==> src/rtl/int_vec_ctrl.sv <==
// Purpose : vectored, prioritised, nestable interrupt controller beside the hardwired sequencer.
// Latency : irq rising edge -> pending on the next t3 edge -> int_req combinationally in that same cycle.
// Backpres: int_req is held until int_ack; it is withheld while disabled, not preempting, or the stack is full.
//
// Ports:
//   t3 / clr            clock (rising edge) / asynchronous active-high reset
//   irq                 request lines; a rising edge latches a pending request
//   int_ack / iret      sequencer accepts the current request / return from interrupt
//   ei / di             set / clear global enable
//   mask_we/mask_wdata  mask write (1 = source masked)
//   int_req/int_vec/int_id  request, entry PC and index of the winning source
//   en_int, pending, in_service, nest_depth  architectural state visible to the sequencer
module int_vec_ctrl #(
    parameter int                NUM_SRC    = 4,
    parameter int                NEST_DEPTH = 2,
    parameter int                ADDR_W     = 8,
    parameter logic [ADDR_W-1:0] VEC_BASE   = 8'hE0,
    parameter int                VEC_STRIDE = 4
) (
    input  logic               t3,
    input  logic               clr,
    input  logic [NUM_SRC-1:0] irq,
    input  logic               int_ack,
    input  logic               iret,
    input  logic               ei,
    input  logic               di,
    input  logic               mask_we,
    input  logic [NUM_SRC-1:0] mask_wdata,
    output logic               int_req,
    output logic [ADDR_W-1:0]  int_vec,
    output logic [2:0]         int_id,
    output logic               en_int,
    output logic [NUM_SRC-1:0] pending,
    output logic [NUM_SRC-1:0] in_service,
    output logic [2:0]         nest_depth
);

    logic [NUM_SRC-1:0] mask;
    logic [NUM_SRC-1:0] irq_q;
    logic [NUM_SRC-1:0] rise;
    logic [NUM_SRC-1:0] ack_clr;
    logic [NUM_SRC-1:0] ret_clr;
    logic [2:0]         stack [NEST_DEPTH];
    logic [2:0]         cand;
    logic [2:0]         top_id;
    logic               cand_valid;
    logic               preempt_ok;
    logic               accept;
    logic               pop;
    logic [31:0]        vec_full;

    // Fixed priority: scan downwards so the lowest eligible index wins.
    always_comb begin
        cand       = 3'd0;
        cand_valid = 1'b0;
        for (int i = NUM_SRC - 1; i >= 0; i--) begin
            if (pending[i] && !mask[i]) begin
                cand       = 3'(i);
                cand_valid = 1'b1;
            end
        end
    end

    // Top of stack is the entry just below nest_depth; empty stack matches no entry.
    always_comb begin
        top_id = 3'd0;
        for (int i = 0; i < NEST_DEPTH; i++) begin
            if (3'(i) == nest_depth - 3'd1) begin
                top_id = stack[i];
            end
        end
    end

    assign preempt_ok = (nest_depth == 3'd0) || (cand < top_id);
    assign int_req    = en_int & cand_valid & preempt_ok & (nest_depth < 3'(NEST_DEPTH));
    // iret wins over a simultaneous ack so a protocol error cannot push and pop at once.
    assign accept     = int_ack & int_req & ~iret;
    assign pop        = iret & (nest_depth != 3'd0);
    assign rise       = irq & ~irq_q;
    assign ack_clr    = accept ? (NUM_SRC'(1) << cand) : '0;
    assign ret_clr    = pop ? (NUM_SRC'(1) << top_id) : '0;

    assign vec_full = 32'(VEC_BASE) + 32'(cand) * 32'(VEC_STRIDE);
    assign int_vec  = vec_full[ADDR_W-1:0];
    assign int_id   = cand;

    always_ff @(posedge t3 or posedge clr) begin
        if (clr) begin
            pending    <= '0;
            in_service <= '0;
            mask       <= '1;
            en_int     <= 1'b1;
            nest_depth <= 3'd0;
            irq_q      <= '0;
            for (int i = 0; i < NEST_DEPTH; i++) begin
                stack[i] <= 3'd0;
            end
        end else begin
            irq_q <= irq;
            // A fresh edge on the acknowledged source in the same cycle keeps it pending.
            pending    <= (pending & ~ack_clr) | rise;
            in_service <= (in_service | ack_clr) & ~ret_clr;
            if (mask_we) begin
                mask <= mask_wdata;
            end
            if (accept) begin
                nest_depth <= nest_depth + 3'd1;
                for (int i = 0; i < NEST_DEPTH; i++) begin
                    if (3'(i) == nest_depth) begin
                        stack[i] <= cand;
                    end
                end
            end else if (pop) begin
                nest_depth <= nest_depth - 3'd1;
            end
            if (accept) begin
                en_int <= 1'b0;
            end else if (di) begin
                en_int <= 1'b0;
            end else if (iret || ei) begin
                en_int <= 1'b1;
            end
        end
    end

endmodule

==> config.mk <==
export PLATFORM = sky130hd
export DESIGN_NAME = int_vec_ctrl
export DESIGN_NICKNAME = d
export VERILOG_FILES = /design/src/rtl/int_vec_ctrl.sv
export SDC_FILE = /design/constraint.sdc
export NUM_CORES = 1
export LEC_CHECK = 0
export ABC_AREA = 0
export BUFFER_PORTS_ARGS = -buffer_cell sky130_fd_sc_hd__buf_2
export CORE_UTILIZATION = 30
export DETAILED_ROUTE_END_ITERATION = 10
export PLACE_DENSITY = 0.59
export REMOVE_ABC_BUFFERS = 1
export SYNTH_ARGS = -nofsm -noshare
export SYNTH_HDL_FRONTEND = slang
export SYNTH_SLANG_ARGS = --single-unit
==> constraint.sdc <==
create_clock -name t3 -period 6.7 [get_ports t3]
set_input_delay 1.005 -clock t3 [delete_from_list [all_inputs] [get_ports t3]]
set_output_delay 1.005 -clock t3 [all_outputs]
set_load 0.05 [all_outputs]
## After elaboration in Yosys (flattened, before gate mapping)

Index checks and enable logic that the tools add are counted.

- Bits in registers: 26
- Input port bits: 15
- Output and inout port bits: 24
- Logic and storage cells: 66

- Add/subtract/negate cells: 3
- Magnitude comparators: 2
- Eq/ne operators: 2
- Shift operators: 2
- Multiplexer cells: 17
- Bitwise gates (word level): 15
- Reductions and logical operators: 17

Operators with widths:

| cell | number |
|---|---|
| 3-bit two-way mux | 7 |
| 4-bit AND | 3 |
| 4-bit NOT | 3 |
| 8-bit by 5-bit adder with 8-bit output (first input constant) | 1 |
| 4-bit two-way mux | 2 |
| 4-bit bitwise OR | 2 |
| 1-bit by 3-bit << shifter with 4-bit output (first input constant) | 2 |
| 1-bit two-way mux | 7 |
| 1-bit AND | 6 |
| 1-bit by 3-bit equality test with 1-bit output (first input constant) | 2 |
| 3-bit zero test | 2 |
| 3-bit nonzero test | 2 |
| 1-bit logical AND | 4 |
| 1-bit zero test | 4 |
| 2-bit AND reduction | 2 |
| 3-bit by 1-bit adder with 3-bit output (second input constant) | 1 |
| 3-bit by 2-bit less-than comparator with 1-bit output (second input constant) | 1 |
| 3-bit less-than comparator | 1 |
| 3-bit by 1-bit subtractor with 3-bit output (second input constant) | 1 |
| 1-bit logical OR | 2 |
| 2-bit two-way mux | 1 |
| 2-bit nonzero test | 1 |
| 1-bit NOT | 1 |

## Logic depth before layout (Yosys ltp)

- Word-level depth: 16
- Depth in mapped cells: 9
- Mapped depth without buffers: 8

## Least setup slack after synthesis

No wires, ideal clock.

- Path kind: reg-to-output
- Start point: register nest_depth[0]
- End point: output port int_req
- Arrival time: 2.654 ns
- Required time: 5.695 ns
- Slack: 3.041 ns
- Stages on the path, launching flop included: 9
- Buffers on the path: 0
- Cell sequence: dfrtp_1 inv_1 ha_1 nand3b_1 a21oi_1 a31oi_1 o21ai_0 a21oi_1 nor2_1

- Longest elaborated chain between the ends: 8
- Elaborated cells on any way between the ends: 11
- Classes of those cells: add/sub (1); order compare (2); eq/ne (1); mux (2); bitwise (2); reduce/logical (3)

RTL lines:

| element | RTL line | source |
|---|---|---|
| from (decl) | 35 | `output logic [2:0] nest_depth` |
| from (signal assigned) | 107 | `nest_depth <= nest_depth + 3'd1;` |
| from (signal assigned) | 114 | `nest_depth <= nest_depth - 3'd1;` |
| 3-bit by 1-bit subtractor with 3-bit output | 68 | `if (3'(i) == nest_depth - 3'd1) begin` |
| 3-bit zero test | 68 |  |
| 3-bit two-way mux (2 in a row) | 68 |  |
| 3-bit less-than comparator | 74 | `assign preempt_ok = (nest_depth == 3'd0) \|\| (cand < top_id);` |
| 1-bit logical OR | 74 |  |
| 1-bit AND | 75 | `assign int_req = en_int & cand_valid & preempt_ok & (nest_depth < 3'(NEST_DEPTH));` |
| 1-bit AND (*) | 75 |  |
| to (decl) | 29 | `output logic int_req,` |

Every way passes the cells marked *; elsewhere a longest branch is shown, timed or not.

## Final worst setup path

Ends and elaborated chain as after synthesis.

==> reports/results.tsv <==
stage	metric	value	unit
outcome	status	completed	
die	row cnt	23	
cts	setup repair bufs after CTS	0	
place	gp weighted congestion	0.920	
synthesis	mux contribution to synthesized area	0.0595	
power_and_ir_drop	peak supply drop	0.0937	mV
cts	# clock sinks	24	
route	WL per Instance	13.2	um
route	DR DRC count	0	
die	I/O pins	39	
place	post-DP HPWL	2170	um
worst_setup_path	Worst Setup SP	nest_depth[0]	
die	CORE AREA	4120	sq um
cells_and_area	Multi-input gate area	614	sq um
synthesis	Post-Synth Simple-Gate Area	0.167	
cts	PostCTS Resize Cnt	0	
worst_setup_path	Reg-to-Reg End	stack[0]	
synthesis	Synth Area in Compound Gates	0.141	
min_path	Hold EP	pending[2]	
die	die area	4680	sq um
route	via count	993	
cts	Max clock buf depth	2	
synthesis	synth unique cells	37	
synthesis	Post-Synthesis Cell Area	1320	sq um
sta	Hold Violations, Final	0	
route	Routed WL	2770	um
sta	RSZ-0062 raised after global routing	false	
cts	Worst-Skew Late Latency	0.27	ns
cells_and_area	# nets final	182	
sta	Setup Viol. Count Final	0	
synthesis	post-synthesis register bit count	24	
cts	CTS Hold Bufs	0	
grt	vias in the first global route	1008	
grt	pin count of the biggest net entering global routing	25	
route	vias per cell	4.73	
cells_and_area	Reg area	607	sq um
synthesis	largest family of logic cells by synthesized area	simple AND/OR/NAND/NOR gates	
sta	Final Max Slew Viols	0	
worst_setup_path	Data arrival, critical path	2.49	ns
cts	CTS tree	yes	
worst_setup_path	WS Path Type	flip-flop to primary output	
grt	first-pass GRT wire length	4550	um
cells_and_area	Syn-to-layout area delta	15.7	%
worst_setup_path	CP Capture Type	primary output	
synthesis	Syn. warnings	0	
grt	Overflow after GRT	0	
power_and_ir_drop	Leakage	0.721	nW
synthesis	syn_area_per_cell	10.1	sq um
route	initial DRC count	57	
sta	final period utilization	0.522	
cells_and_area	most common cell after layout, fill and taps aside	buf_2	
die	Die W	68.4	um
sta	fin crit period	3.50	ns
die	Die Height	68.4	um
synthesis	Post-Synth XOR/XNOR Area	0.0198	
flow_run	maxcap violations	0	
cells_and_area	post-route cell area	1530	sq um
grt	Total GRT Usage	0.131	
route	Routed Antenna Nets	0	
synthesis	register area share after synthesis	0.458	
die	Starting Density	0.322	
min_path	HP Start	irq_q[2]	
sta	Max Clk Rate	286	MHz
min_path	worst hold path type	flip-flop to flip-flop	
cells_and_area	most frequent cells in the layout	buf_2 (31), dfrtp_1 (19), inv_1 (10)	
worst_setup_path	reg2reg path depth	8	
sta	clock skew	0.00329	ns
power_and_ir_drop	P per Cell Area	333	nW/um^2
cts	CTS root buf	clkbuf_8	
cells_and_area	# fillers	427	
cts	clock slew at reported path FFs	0.08	ns
place	dpl cell area	1480	sq um
cells_and_area	ratio of cells with drive above 1 in the final layout	0.300	
place	Port Buffer Count	31	
cts	clock buffer count from CTS	3	
cells_and_area	diodes inserted	0	
power_and_ir_drop	Final Power	0.510	mW
worst_setup_path	R2R Setup Slk	3.69	ns
synthesis	Adder-Cell Fraction of Synth Area	0.0567	
sta	TNS Setup	0	ns
cts	H-tree lvl count	1	
grt	initial antenna violation count	0	
sta	Worst-Margin Slew	0.930	ns
route	drt first pass iters	5	
worst_setup_path	Worst Path Max Fanout	5	
worst_setup_path	WP data required	5.69	ns
cells_and_area	Finished Core Util	0.372	
sta	relative slew slack	0.377	
synthesis	Syn Inst Count	131	
min_path	hold path depth	1	
worst_setup_path	Reg-to-Reg Start	nest_depth[1]	
worst_setup_path	CP startpoint kind	flip-flop	
logic make-up after synthesis:
| kind of cell | count (synthesis) |
|---|---|
| AND/OR/NAND/NOR | 41 |
| AO/OA/AOI/OAI | 27 |
| flip-flops | 24 |
| buffers and inverters | 21 |
| multiplexers | 7 |
| adder cells (fa/ha/maj) | 6 |
| XOR/XNOR | 3 |
| other | 2 |
area by class of cell:
class / instances / share of cell area
multi-input cells: 91 / 0.401
flip-flops and latches: 24 / 0.396
repair buffers: 31 / 0.101
well taps: 50 / 0.0408
clock buffers: 4 / 0.0359
inverters: 10 / 0.0245
routing by layer:
layer,global-route usage,vias up,wire (um)
met1,0.163,467,1260
li1,-,492,-
met5,0,-,0
met4,0.0469,0,30
met3,0.0250,2,146
met2,0.224,32,1330
where the power goes:
group	leakage, nW	total, mW	internal, mW	switching [mW]
clock network	0.0288	0.0976	0.0525	0.0451
logic	0.414	0.223	0.0676	0.155
registers	0.278	0.190	0.168	0.0214
total	0.721	0.510	0.288	0.222
worst max-delay path, stage by stage (launching register included):
cell and delay [ns]:
dfrtp_1 0.42, inv_1 0.12, ha_1 0.25, nand3b_1 0.18, a21oi_1 0.30, a31oi_1 0.20
o21ai_0 0.26, a21oi_1 0.10, nor2_1 0.11, buf_2 0.27
metrics by stage:
step / hold WS (ns) / setup WS [ns] / std cells
global placement: 0.396 / 3.62 / 206
detailed placement: 0.404 / 3.50 / 206
finish: 0.412 / 3.20 / 210
global route: 0.433 / 2.97 / 210
floorplan: 0.392 / 3.04 / 125
CTS: 0.416 / 3.18 / 210
flip-flops by register name (all words and copies together) (netlist names):
name        count
pending         4
en_int          1
stack           4
mask            4
irq_q           4
nest_depth      3
in_service      4
cell usage after synthesis:
| cell type | count | area (sq um) |
|---|---|---|
| a21o_1 | 2 | 15.0 |
| a21oi_1 | 5 | 25.0 |
| a221o_1 | 1 | 10.0 |
| a22o_1 | 1 | 8.76 |
| a2bb2oi_1 | 1 | 8.76 |
| a31oi_1 | 2 | 12.5 |
| and2_1 | 2 | 12.5 |
| and2b_1 | 1 | 7.51 |
| buf_2 | 1 | 5.00 |
| buf_4 | 9 | 67.6 |
| buf_6 | 1 | 11.3 |
| conb_1 | 2 | 7.51 |
| dfrtp_1 | 19 | 475 |
| dfstp_2 | 5 | 131 |
| ha_1 | 6 | 75.1 |
| inv_1 | 10 | 37.5 |
| mux2_1 | 1 | 11.3 |
| mux2_2 | 6 | 67.6 |
| nand2_1 | 9 | 33.8 |
| nand2b_1 | 4 | 25.0 |
| nand3_1 | 2 | 10.0 |
| nand3b_1 | 2 | 15.0 |
| nor2_1 | 9 | 33.8 |
| nor2b_1 | 4 | 25.0 |
| nor3_1 | 4 | 20.0 |
| nor3b_2 | 1 | 12.5 |
| o21ai_0 | 4 | 20.0 |
| o21ai_1 | 2 | 10.0 |
| o311ai_1 | 1 | 8.76 |
| o31ai_1 | 3 | 22.5 |
| o32a_1 | 1 | 10.0 |
| o41ai_1 | 4 | 35.0 |
| or3_1 | 1 | 6.26 |
| or3b_1 | 1 | 8.76 |
| or3b_4 | 1 | 11.3 |
| xnor2_1 | 2 | 17.5 |
| xor2_1 | 1 | 8.76 |
worst max-delay path by stage:
stage / to / slack [ns] / cells past startpoint
floorplan: int_req / 3.04 / 8
global placement: int_req / 3.62 / 9
detailed placement: int_req / 3.50 / 9
CTS: int_req / 3.18 / 9
global route: int_req / 2.97 / 9
finish: int_req / 3.20 / 9
(Power assumes the default switching activity.)
